**config.mk**
```make
export PLATFORM = sky130hd
export DESIGN_NAME = hub75_row_driver_flat
export DESIGN_NICKNAME = d
export VERILOG_FILES = /design/src/rtl/hub75_row_driver_pkg.sv /design/src/rtl/hub75_row_driver_if.sv /design/src/rtl/hub75_row_driver_shifter.sv /design/src/rtl/hub75_row_driver.sv /design/src/flat_wrapper.sv
export SDC_FILE = /design/constraint.sdc
export NUM_CORES = 1
export LEC_CHECK = 0
export BUFFER_PORTS_ARGS = -buffer_cell sky130_fd_sc_hd__buf_2
export CORE_MARGIN = 2
export CORE_UTILIZATION = 45
export DETAILED_ROUTE_END_ITERATION = 12
export MAX_ROUTING_LAYER = met4
export PLACE_DENSITY_LB_ADDON = 0.15
export SETUP_SLACK_MARGIN = 0.3
export SLEW_MARGIN = 20
export SYNTH_ARGS = -nofsm -noshare
export SYNTH_HDL_FRONTEND = slang
export SYNTH_HIERARCHICAL = 1
export SYNTH_SLANG_ARGS = --single-unit
```
**constraint.sdc**
```tcl
create_clock -name clk_in -period 3.1 [get_ports clk_in]
set_clock_uncertainty 0.15 [all_clocks]
set_input_delay 0.31 -clock clk_in [delete_from_list [all_inputs] [get_ports clk_in]]
set_output_delay 0.31 -clock clk_in [all_outputs]
set_load 0.005 [all_outputs]
```
**src/rtl/hub75_row_driver_pkg.sv**
```systemverilog
// Shared types for the LED display path: row-pair payload, panel geometry and driver state encoding.
package led_display_package;

    localparam int GL_NUM_COL_PIXELS = 64;
    localparam int GL_NUM_ROWS       = 16;

    typedef struct packed {
        logic [GL_NUM_COL_PIXELS-1:0] red;
        logic [GL_NUM_COL_PIXELS-1:0] green;
        logic [GL_NUM_COL_PIXELS-1:0] blue;
    } rgb_half_t;

    typedef struct packed {
        rgb_half_t top;
        rgb_half_t bottom;
    } rgb_row_t;

    typedef enum logic [2:0] {
        ST_IDLE,
        ST_SHIFT,
        ST_WAIT_DISP,
        ST_BLANK_PRE,
        ST_LATCH,
        ST_BLANK_POST
    } hub75_state_t;

    // Advance every colour plane by one pixel; the next pixel lands in the MSB.
    function automatic rgb_row_t row_shift_left(input rgb_row_t r);
        rgb_row_t s;
        s.top.red      = {r.top.red[GL_NUM_COL_PIXELS-2:0], 1'b0};
        s.top.green    = {r.top.green[GL_NUM_COL_PIXELS-2:0], 1'b0};
        s.top.blue     = {r.top.blue[GL_NUM_COL_PIXELS-2:0], 1'b0};
        s.bottom.red   = {r.bottom.red[GL_NUM_COL_PIXELS-2:0], 1'b0};
        s.bottom.green = {r.bottom.green[GL_NUM_COL_PIXELS-2:0], 1'b0};
        s.bottom.blue  = {r.bottom.blue[GL_NUM_COL_PIXELS-2:0], 1'b0};
        return s;
    endfunction

endpackage

```
**src/rtl/hub75_row_driver_if.sv**
```systemverilog
// Row-pair handshake between the pattern generators (master) and the HUB75 row driver (slave).
interface hub75_row_driver_if #(parameter int NUM_ROWS = led_display_package::GL_NUM_ROWS);
    import led_display_package::*;

    rgb_row_t                      row_in;
    logic                          row_valid_in;
    logic                          row_ready_out;
    logic [$clog2(NUM_ROWS)-1:0]   row_addr_out;
    logic                          frame_start_out;

    modport master (output row_in, row_valid_in,
                    input  row_ready_out, row_addr_out, frame_start_out);
    modport slave  (input  row_in, row_valid_in,
                    output row_ready_out, row_addr_out, frame_start_out);
endinterface

```
**src/rtl/hub75_row_driver_shifter.sv**
```systemverilog
// Serialises one captured row pair onto the six HUB75 data lines, MSB pixel first, with a divided shift clock.
module hub75_shifter
    import led_display_package::*;
#(
    parameter int CLK_DIV = 2
)(
    input  logic     clk_in,
    input  logic     n_reset_in,
    input  logic     load,
    input  rgb_row_t row,
    output logic     shift_done,
    output logic     hub_r1,
    output logic     hub_g1,
    output logic     hub_b1,
    output logic     hub_r2,
    output logic     hub_g2,
    output logic     hub_b2,
    output logic     hub_clk
);
    localparam int PW = $clog2(CLK_DIV + 1);
    localparam int XW = $clog2(GL_NUM_COL_PIXELS);

    rgb_row_t        sreg;
    logic            active;
    logic [PW-1:0]   pre;
    logic [XW-1:0]   pix;
    logic            pre_tc;

    assign pre_tc     = (pre == '0);
    assign shift_done = active && pre_tc && hub_clk && (pix == '0);

    // Data flops feed the pins directly; the shift happens on the falling half so data settles before the next rise.
    assign hub_r1 = sreg.top.red[GL_NUM_COL_PIXELS-1];
    assign hub_g1 = sreg.top.green[GL_NUM_COL_PIXELS-1];
    assign hub_b1 = sreg.top.blue[GL_NUM_COL_PIXELS-1];
    assign hub_r2 = sreg.bottom.red[GL_NUM_COL_PIXELS-1];
    assign hub_g2 = sreg.bottom.green[GL_NUM_COL_PIXELS-1];
    assign hub_b2 = sreg.bottom.blue[GL_NUM_COL_PIXELS-1];

    always_ff @(posedge clk_in or negedge n_reset_in) begin
        if (!n_reset_in) begin
            sreg    <= '0;
            active  <= 1'b0;
            pre     <= '0;
            pix     <= '0;
            hub_clk <= 1'b0;
        end else if (load) begin
            sreg    <= row;
            active  <= 1'b1;
            pre     <= PW'(CLK_DIV - 1);
            pix     <= XW'(GL_NUM_COL_PIXELS - 1);
            hub_clk <= 1'b0;
        end else if (active && pre_tc) begin
            pre     <= PW'(CLK_DIV - 1);
            hub_clk <= !hub_clk;
            if (hub_clk) begin
                sreg <= row_shift_left(sreg);
                if (pix == '0) active <= 1'b0;
                else           pix    <= pix - XW'(1);
            end
        end else if (active) begin
            pre <= pre - PW'(1);
        end
    end
endmodule

```
**src/rtl/hub75_row_driver.sv**
```systemverilog
// HUB75 row driver: accepts row pairs, shifts them out, latches with blanking and times the display window.
// Optional macro LED_DISPLAY_BRIGHTNESS_EN adds brightness_in PWM gating of the output enable.
//
// state        | meaning
// IDLE         | ready for the next row pair
// SHIFT        | serialising the captured row
// WAIT_DISP    | shifted row waits for the previous display window to expire
// BLANK_PRE    | output disabled ahead of the latch
// LATCH        | latch pulse, panel address updated
// BLANK_POST   | output disabled after the latch, then new window starts
module hub75_row_driver
    import led_display_package::*;
#(
    parameter int CLK_DIV        = 2,
    parameter int NUM_ROWS       = GL_NUM_ROWS,
    parameter int BLANK_CYCLES   = 4,
    parameter int LATCH_CYCLES   = 2,
    parameter int DISPLAY_CYCLES = 1024
)(
    input  logic                          clk_in,
    input  logic                          n_reset_in,
    hub75_row_driver_if.slave             row_if,
`ifdef LED_DISPLAY_BRIGHTNESS_EN
    input  logic [7:0]                    brightness_in,
`endif
    output logic                          hub_r1_out,
    output logic                          hub_g1_out,
    output logic                          hub_b1_out,
    output logic                          hub_r2_out,
    output logic                          hub_g2_out,
    output logic                          hub_b2_out,
    output logic                          hub_clk_out,
    output logic                          hub_lat_out,
    output logic                          hub_oe_n_out,
    output logic [$clog2(NUM_ROWS)-1:0]   hub_addr_out
);
    localparam int AW = $clog2(NUM_ROWS);
    localparam int DW = $clog2(DISPLAY_CYCLES + 1);
    localparam int TW = $clog2((BLANK_CYCLES > LATCH_CYCLES ? BLANK_CYCLES : LATCH_CYCLES) + 1);
    localparam logic [DW-1:0] DISP_MAX = DW'(DISPLAY_CYCLES);

    hub75_state_t   st, st_nxt;
    logic [TW-1:0]  tmr, tmr_nxt;
    logic [DW-1:0]  disp_cnt, disp_nxt;
    logic [AW-1:0]  row_addr, pend_addr;
    logic           latched, latched_nxt;
    logic           ready_q, frame_start_q;
    logic           accept, enter_latch, post_done, shift_done, oe_en;

    assign row_if.row_ready_out   = ready_q;
    assign row_if.row_addr_out    = row_addr;
    assign row_if.frame_start_out = frame_start_q;

    hub75_shifter #(.CLK_DIV(CLK_DIV)) u_shifter (
        .clk_in     (clk_in),
        .n_reset_in (n_reset_in),
        .load       (accept),
        .row        (row_if.row_in),
        .shift_done (shift_done),
        .hub_r1     (hub_r1_out),
        .hub_g1     (hub_g1_out),
        .hub_b1     (hub_b1_out),
        .hub_r2     (hub_r2_out),
        .hub_g2     (hub_g2_out),
        .hub_b2     (hub_b2_out),
        .hub_clk    (hub_clk_out)
    );

    always_comb begin
        st_nxt      = st;
        tmr_nxt     = tmr;
        accept      = 1'b0;
        enter_latch = 1'b0;
        post_done   = 1'b0;
        case (st)
            ST_IDLE: begin
                if (row_if.row_valid_in && ready_q) begin
                    accept = 1'b1;
                    st_nxt = ST_SHIFT;
                end
            end
            ST_SHIFT: begin
                if (shift_done) st_nxt = ST_WAIT_DISP;
            end
            ST_WAIT_DISP: begin
                if (disp_cnt == DISP_MAX) begin
                    st_nxt  = ST_BLANK_PRE;
                    tmr_nxt = TW'(BLANK_CYCLES - 1);
                end
            end
            ST_BLANK_PRE: begin
                if (tmr == '0) begin
                    st_nxt      = ST_LATCH;
                    tmr_nxt     = TW'(LATCH_CYCLES - 1);
                    enter_latch = 1'b1;
                end else begin
                    tmr_nxt = tmr - TW'(1);
                end
            end
            ST_LATCH: begin
                if (tmr == '0) begin
                    st_nxt  = ST_BLANK_POST;
                    tmr_nxt = TW'(BLANK_CYCLES - 1);
                end else begin
                    tmr_nxt = tmr - TW'(1);
                end
            end
            ST_BLANK_POST: begin
                if (tmr == '0) begin
                    st_nxt    = ST_IDLE;
                    post_done = 1'b1;
                end else begin
                    tmr_nxt = tmr - TW'(1);
                end
            end
            default: st_nxt = ST_IDLE;
        endcase

        if (post_done)                disp_nxt = '0;
        else if (disp_cnt < DISP_MAX) disp_nxt = disp_cnt + DW'(1);
        else                          disp_nxt = disp_cnt;
        latched_nxt = latched || post_done;

        // Enable is evaluated on next-cycle values so the registered pin matches the current state exactly.
        oe_en = latched_nxt && (disp_nxt < DISP_MAX) &&
                !(st_nxt inside {ST_BLANK_PRE, ST_LATCH, ST_BLANK_POST});
`ifdef LED_DISPLAY_BRIGHTNESS_EN
        oe_en = oe_en && (disp_nxt[7:0] < brightness_in);
`endif
    end

    always_ff @(posedge clk_in or negedge n_reset_in) begin
        if (!n_reset_in) begin
            st            <= ST_IDLE;
            tmr           <= '0;
            disp_cnt      <= DISP_MAX;
            latched       <= 1'b0;
            ready_q       <= 1'b0;
            frame_start_q <= 1'b0;
            row_addr      <= '0;
            pend_addr     <= '0;
            hub_lat_out   <= 1'b0;
            hub_oe_n_out  <= 1'b1;
            hub_addr_out  <= '0;
        end else begin
            st            <= st_nxt;
            tmr           <= tmr_nxt;
            disp_cnt      <= disp_nxt;
            latched       <= latched_nxt;
            ready_q       <= (st_nxt == ST_IDLE);
            frame_start_q <= accept && (row_addr == '0);
            hub_lat_out   <= (st_nxt == ST_LATCH);
            hub_oe_n_out  <= !oe_en;
            if (accept) begin
                pend_addr <= row_addr;
                row_addr  <= (row_addr == AW'(NUM_ROWS - 1)) ? '0 : row_addr + AW'(1);
            end
            if (enter_latch) hub_addr_out <= pend_addr;
        end
    end
endmodule

```
**src/flat_wrapper.sv**
```systemverilog
// flat-port wrapper written by rule: the top's interface ports become plain ports
module hub75_row_driver_flat import led_display_package::*;
#(
    parameter int CLK_DIV        = 2,
    parameter int NUM_ROWS       = GL_NUM_ROWS,
    parameter int BLANK_CYCLES   = 4,
    parameter int LATCH_CYCLES   = 2,
    parameter int DISPLAY_CYCLES = 1024
)
  (clk_in, n_reset_in, hub_r1_out, hub_g1_out, hub_b1_out, hub_r2_out, hub_g2_out, hub_b2_out, hub_clk_out, hub_lat_out, hub_oe_n_out, hub_addr_out, row_if_row_in, row_if_row_valid_in, row_if_row_ready_out, row_if_row_addr_out, row_if_frame_start_out);
  hub75_row_driver_if #(.NUM_ROWS(NUM_ROWS)) row_if_i ();
  input  logic clk_in;
  input  logic n_reset_in;
  output logic hub_r1_out;
  output logic hub_g1_out;
  output logic hub_b1_out;
  output logic hub_r2_out;
  output logic hub_g2_out;
  output logic hub_b2_out;
  output logic hub_clk_out;
  output logic hub_lat_out;
  output logic hub_oe_n_out;
  output logic [$clog2(NUM_ROWS)-1:0] hub_addr_out;
  input wire logic [$bits(row_if_i.row_in)-1:0] row_if_row_in;
  input wire logic [$bits(row_if_i.row_valid_in)-1:0] row_if_row_valid_in;
  output wire logic [$bits(row_if_i.row_ready_out)-1:0] row_if_row_ready_out;
  output wire logic [$bits(row_if_i.row_addr_out)-1:0] row_if_row_addr_out;
  output wire logic [$bits(row_if_i.frame_start_out)-1:0] row_if_frame_start_out;
  assign row_if_i.row_in = row_if_row_in;
  assign row_if_i.row_valid_in = row_if_row_valid_in;
  assign row_if_row_ready_out = row_if_i.row_ready_out;
  assign row_if_row_addr_out = row_if_i.row_addr_out;
  assign row_if_frame_start_out = row_if_i.frame_start_out;
  hub75_row_driver #(.CLK_DIV(CLK_DIV), .NUM_ROWS(NUM_ROWS), .BLANK_CYCLES(BLANK_CYCLES), .LATCH_CYCLES(LATCH_CYCLES), .DISPLAY_CYCLES(DISPLAY_CYCLES)) u_core (.clk_in(clk_in), .n_reset_in(n_reset_in), .row_if(row_if_i), .hub_r1_out(hub_r1_out), .hub_g1_out(hub_g1_out), .hub_b1_out(hub_b1_out), .hub_r2_out(hub_r2_out), .hub_g2_out(hub_g2_out), .hub_b2_out(hub_b2_out), .hub_clk_out(hub_clk_out), .hub_lat_out(hub_lat_out), .hub_oe_n_out(hub_oe_n_out), .hub_addr_out(hub_addr_out));
endmodule
```
==> summary.txt <==
Outcome -> completed
GRT Util Overall -> 24.71%
Largest net degree at the start of global routing -> 123
Crit end category -> flop
RD Place Congestion -> 0.8368
Clk_lat worst skew -> 0.57 ns
Fin area -> 27820 um^2
YS warnings -> 6
Crit Path Class -> reg2reg
Max-slew violation count -> 0
Chip height -> 213.5 um
ANT nets after route -> 0
Area Overhead vs Synth -> 40.94%
Post-synthesis sequential area ratio -> 54.27%
Post-route setup TNS -> 0 ns
Headroom to the max-slew limit -> 54.19%
Tcrit/Tclk final -> 76.96%
Worst Hold Class -> in2async
Post-Syn Area -> 19740 um^2
Yosys cell types -> 60
Share of layout cells above drive strength 1 -> 20.44%
Vias in the first global route -> 17.48k
Reg clk slew, reported paths -> 0.06 ns
Clock root cell -> clkbuf_16
Post-layout min period -> 2.386 ns
Ys async rst share -> 100.0%
Placed cell area -> 22350 um^2
Crit. Startpoint -> u_core/st[1]
Max VDD drop -> 532.1 uV
FF-to-FF Start -> u_core/st[1]
Longest Clk Path Bufs -> 3
Die W -> 213.5 um
Final hold vios -> 0
Initial Util -> 45.73%
Fmax achieved -> 0.4191 GHz
RR Endpoint -> u_core/u_shifter/sreg[105]
Initial antenna violation count -> 7
Tot Pwr -> 12.13 mW
Final setup fails -> 0
Worst Path Arrival -> 2.69 ns
Routed length per placed instance -> 16.96 um
Power Density -> 435.8 nW/um^2
Post-Layout Cell Count -> 3255
First-pass GRT wire length -> 87550 um
Number of nets in the layout -> 3020
H-Tree Depth -> 2
1st-pass router iterations -> 5
Worst Path Max Fanout -> 58
Rows -> 76
Max-cap violations -> 0
Reg2Reg Depth -> 6
Final global-route overflow total -> 0
Final wirelength -> 55200 um
Post-Syn Nets -> 2275
Number of vias per cell -> 5.130
Dpl hpwl -> 32710 um
CP endpoint -> u_core/u_shifter/sreg[105]
Starting DRT DRC Count -> 1058
Yosys reg bits -> 428
Top_reg_cell synth -> dfrtp_1
DRC errors left -> 0
Synthesized area per cell -> 10.50 um^2
DR vias -> 16.70k
Synth Instances -> 1880
Worst Path Required -> 3.40 ns
CTS tree -> done
Clock buffers created by TritonCTS -> 47
P_leak -> 13.26 nW
Port Buffers -> 405
RSZ-0062 raised after global routing -> no
Hold_ws -> 0.1829 ns
# clock sinks -> 428
IO Pins -> 406
Placed cell count -> 2775
CP startpoint kind -> flop
Core Area -> 43170 um^2
Post-synth EDFFs -> 0
Post_cts resized -> 0
Slew @ Worst Pin -> 0.6871 ns
Die ar. -> 45560 um^2
Reg-to-reg slack, setup -> 0.71 ns
cell type report:
cell class	instances	area, um^2
flip-flops and latches	428	10710
repair buffers	831	6476
diodes	8	20.02
clock inverters	11	130.1
multi-input cells	1305	8235
fillers	3349	15350
inverters	12	52.55
clock buffers	75	1464
well taps	585	732.0
stage by stage:
stage | setup WS, ns | util [%]
final | 0.7142 | 64.45
after global routing | 0.5591 | 64.44
after CTS | 0.8065 | 64.40
after detailed placement | 0.8160 | 51.76
after global placement | 0.8518 | 51.76
after floorplan | 0.8343 | -
state kept, by name (all words and copies together) (netlist names), 2 cells and up:
| signal | count |
|---|---|
| u_core/u_shifter/pre | 2 |
| u_core/u_shifter/pix | 6 |
| u_core/u_shifter/sreg | 378 |
| u_core/pend_addr | 4 |
| u_core/hub_addr_out | 4 |
| u_core/disp_cnt | 11 |
| u_core/row_if.row_addr_out | 4 |
| u_core/st | 3 |
| u_core/tmr | 3 |
per-layer routing:
metal / part of all wire, % / global-route usage [%] / vias to the layer above
met1: 42 / 30.08 / 8034
met2: 48 / 39.71 / 515
met4: 4.5 / 12.33 / 0
met5: 0 / - / -
li1: - / - / 7971
met3: 5.2 / 4.540 / 179
power by group:
part           total, mW  internal [mW]  switching [mW]
logic              0.819          0.507           0.312
clock network       5.72           3.47            2.25
registers           5.59           5.59               0
total               12.1           9.57            2.56
cell usage in the layout (no fill, tap or decap), drive strengths merged, types with 7 or more instances in the layout:
cell type    count
diode            8
ha               8
o21ai          396
clkbuf          75
nor2            18
nand3            8
clkinv           8
nor3             7
inv             12
xnor2            8
mux2i          379
dfrtp          426
dlygate4sd3    386
nand2          416
buf            445
cell families (layout without fill, tap and decap cells):
| kind of cell | count (synthesis) | count (layout) | synth area share (%) |
|---|---|---|---|
| compound gates | 416 | 416 | 10.85 |
| simple gates | 483 | 483 | 10.18 |
| mux | 385 | 385 | 19.58 |
| flops | 428 | 428 | 54.27 |
| fa+ha+maj | 8 | 8 | 0.5071 |
| other cells | 0 | 8 | 0 |
| buf+inv | 147 | 929 | 4.037 |
| xor+xnor | 13 | 13 | 0.5768 |
Yosys cell counts (7+ instances only):
library cell  instances  area, um^2
buf_4                28       210.2
ha_1                  8       100.1
inv_1                10       37.54
mux2i_1             379        3794
buf_6                16       180.2
dfrtp_1             426       10660
nor2_1               18       67.56
xnor2_1               8       70.07
clkbuf_1             75       281.5
o21ai_0             285        1426
nand2_1             414        1554
nand3_1               7       35.03
o21ai_1             110       550.5
buf_2                15       75.07
worst max-delay path, cell delays in order, from the launching register on:
cell and delay (ns):
dfrtp_1 0.53, nor3_4 0.29, nand2_2 0.18, inv_8 0.25
buf_4 0.48, nand2_1 0.17, o21ai_0 0.17
timing repair:
item,4_1_cts,5_1_grt
buffers inserted,0,0
hold buffers,386,0
hold endpoints to repair,446,0
worst min-delay path by stage:
stage               start                         end  cells past startpoint
2_1_floorplan  n_reset_in          u_core/disp_cnt[0]                      0
5_1_grt        n_reset_in  u_core/u_shifter/sreg[306]                      2
6_report       n_reset_in  u_core/u_shifter/sreg[306]                      2
3_5_place_dp   n_reset_in  u_core/u_shifter/sreg[306]                      1
3_3_place_gp   n_reset_in  u_core/u_shifter/sreg[306]                      1
4_1_cts        n_reset_in  u_core/u_shifter/sreg[306]                      2
(Power assumes the default switching activity.)
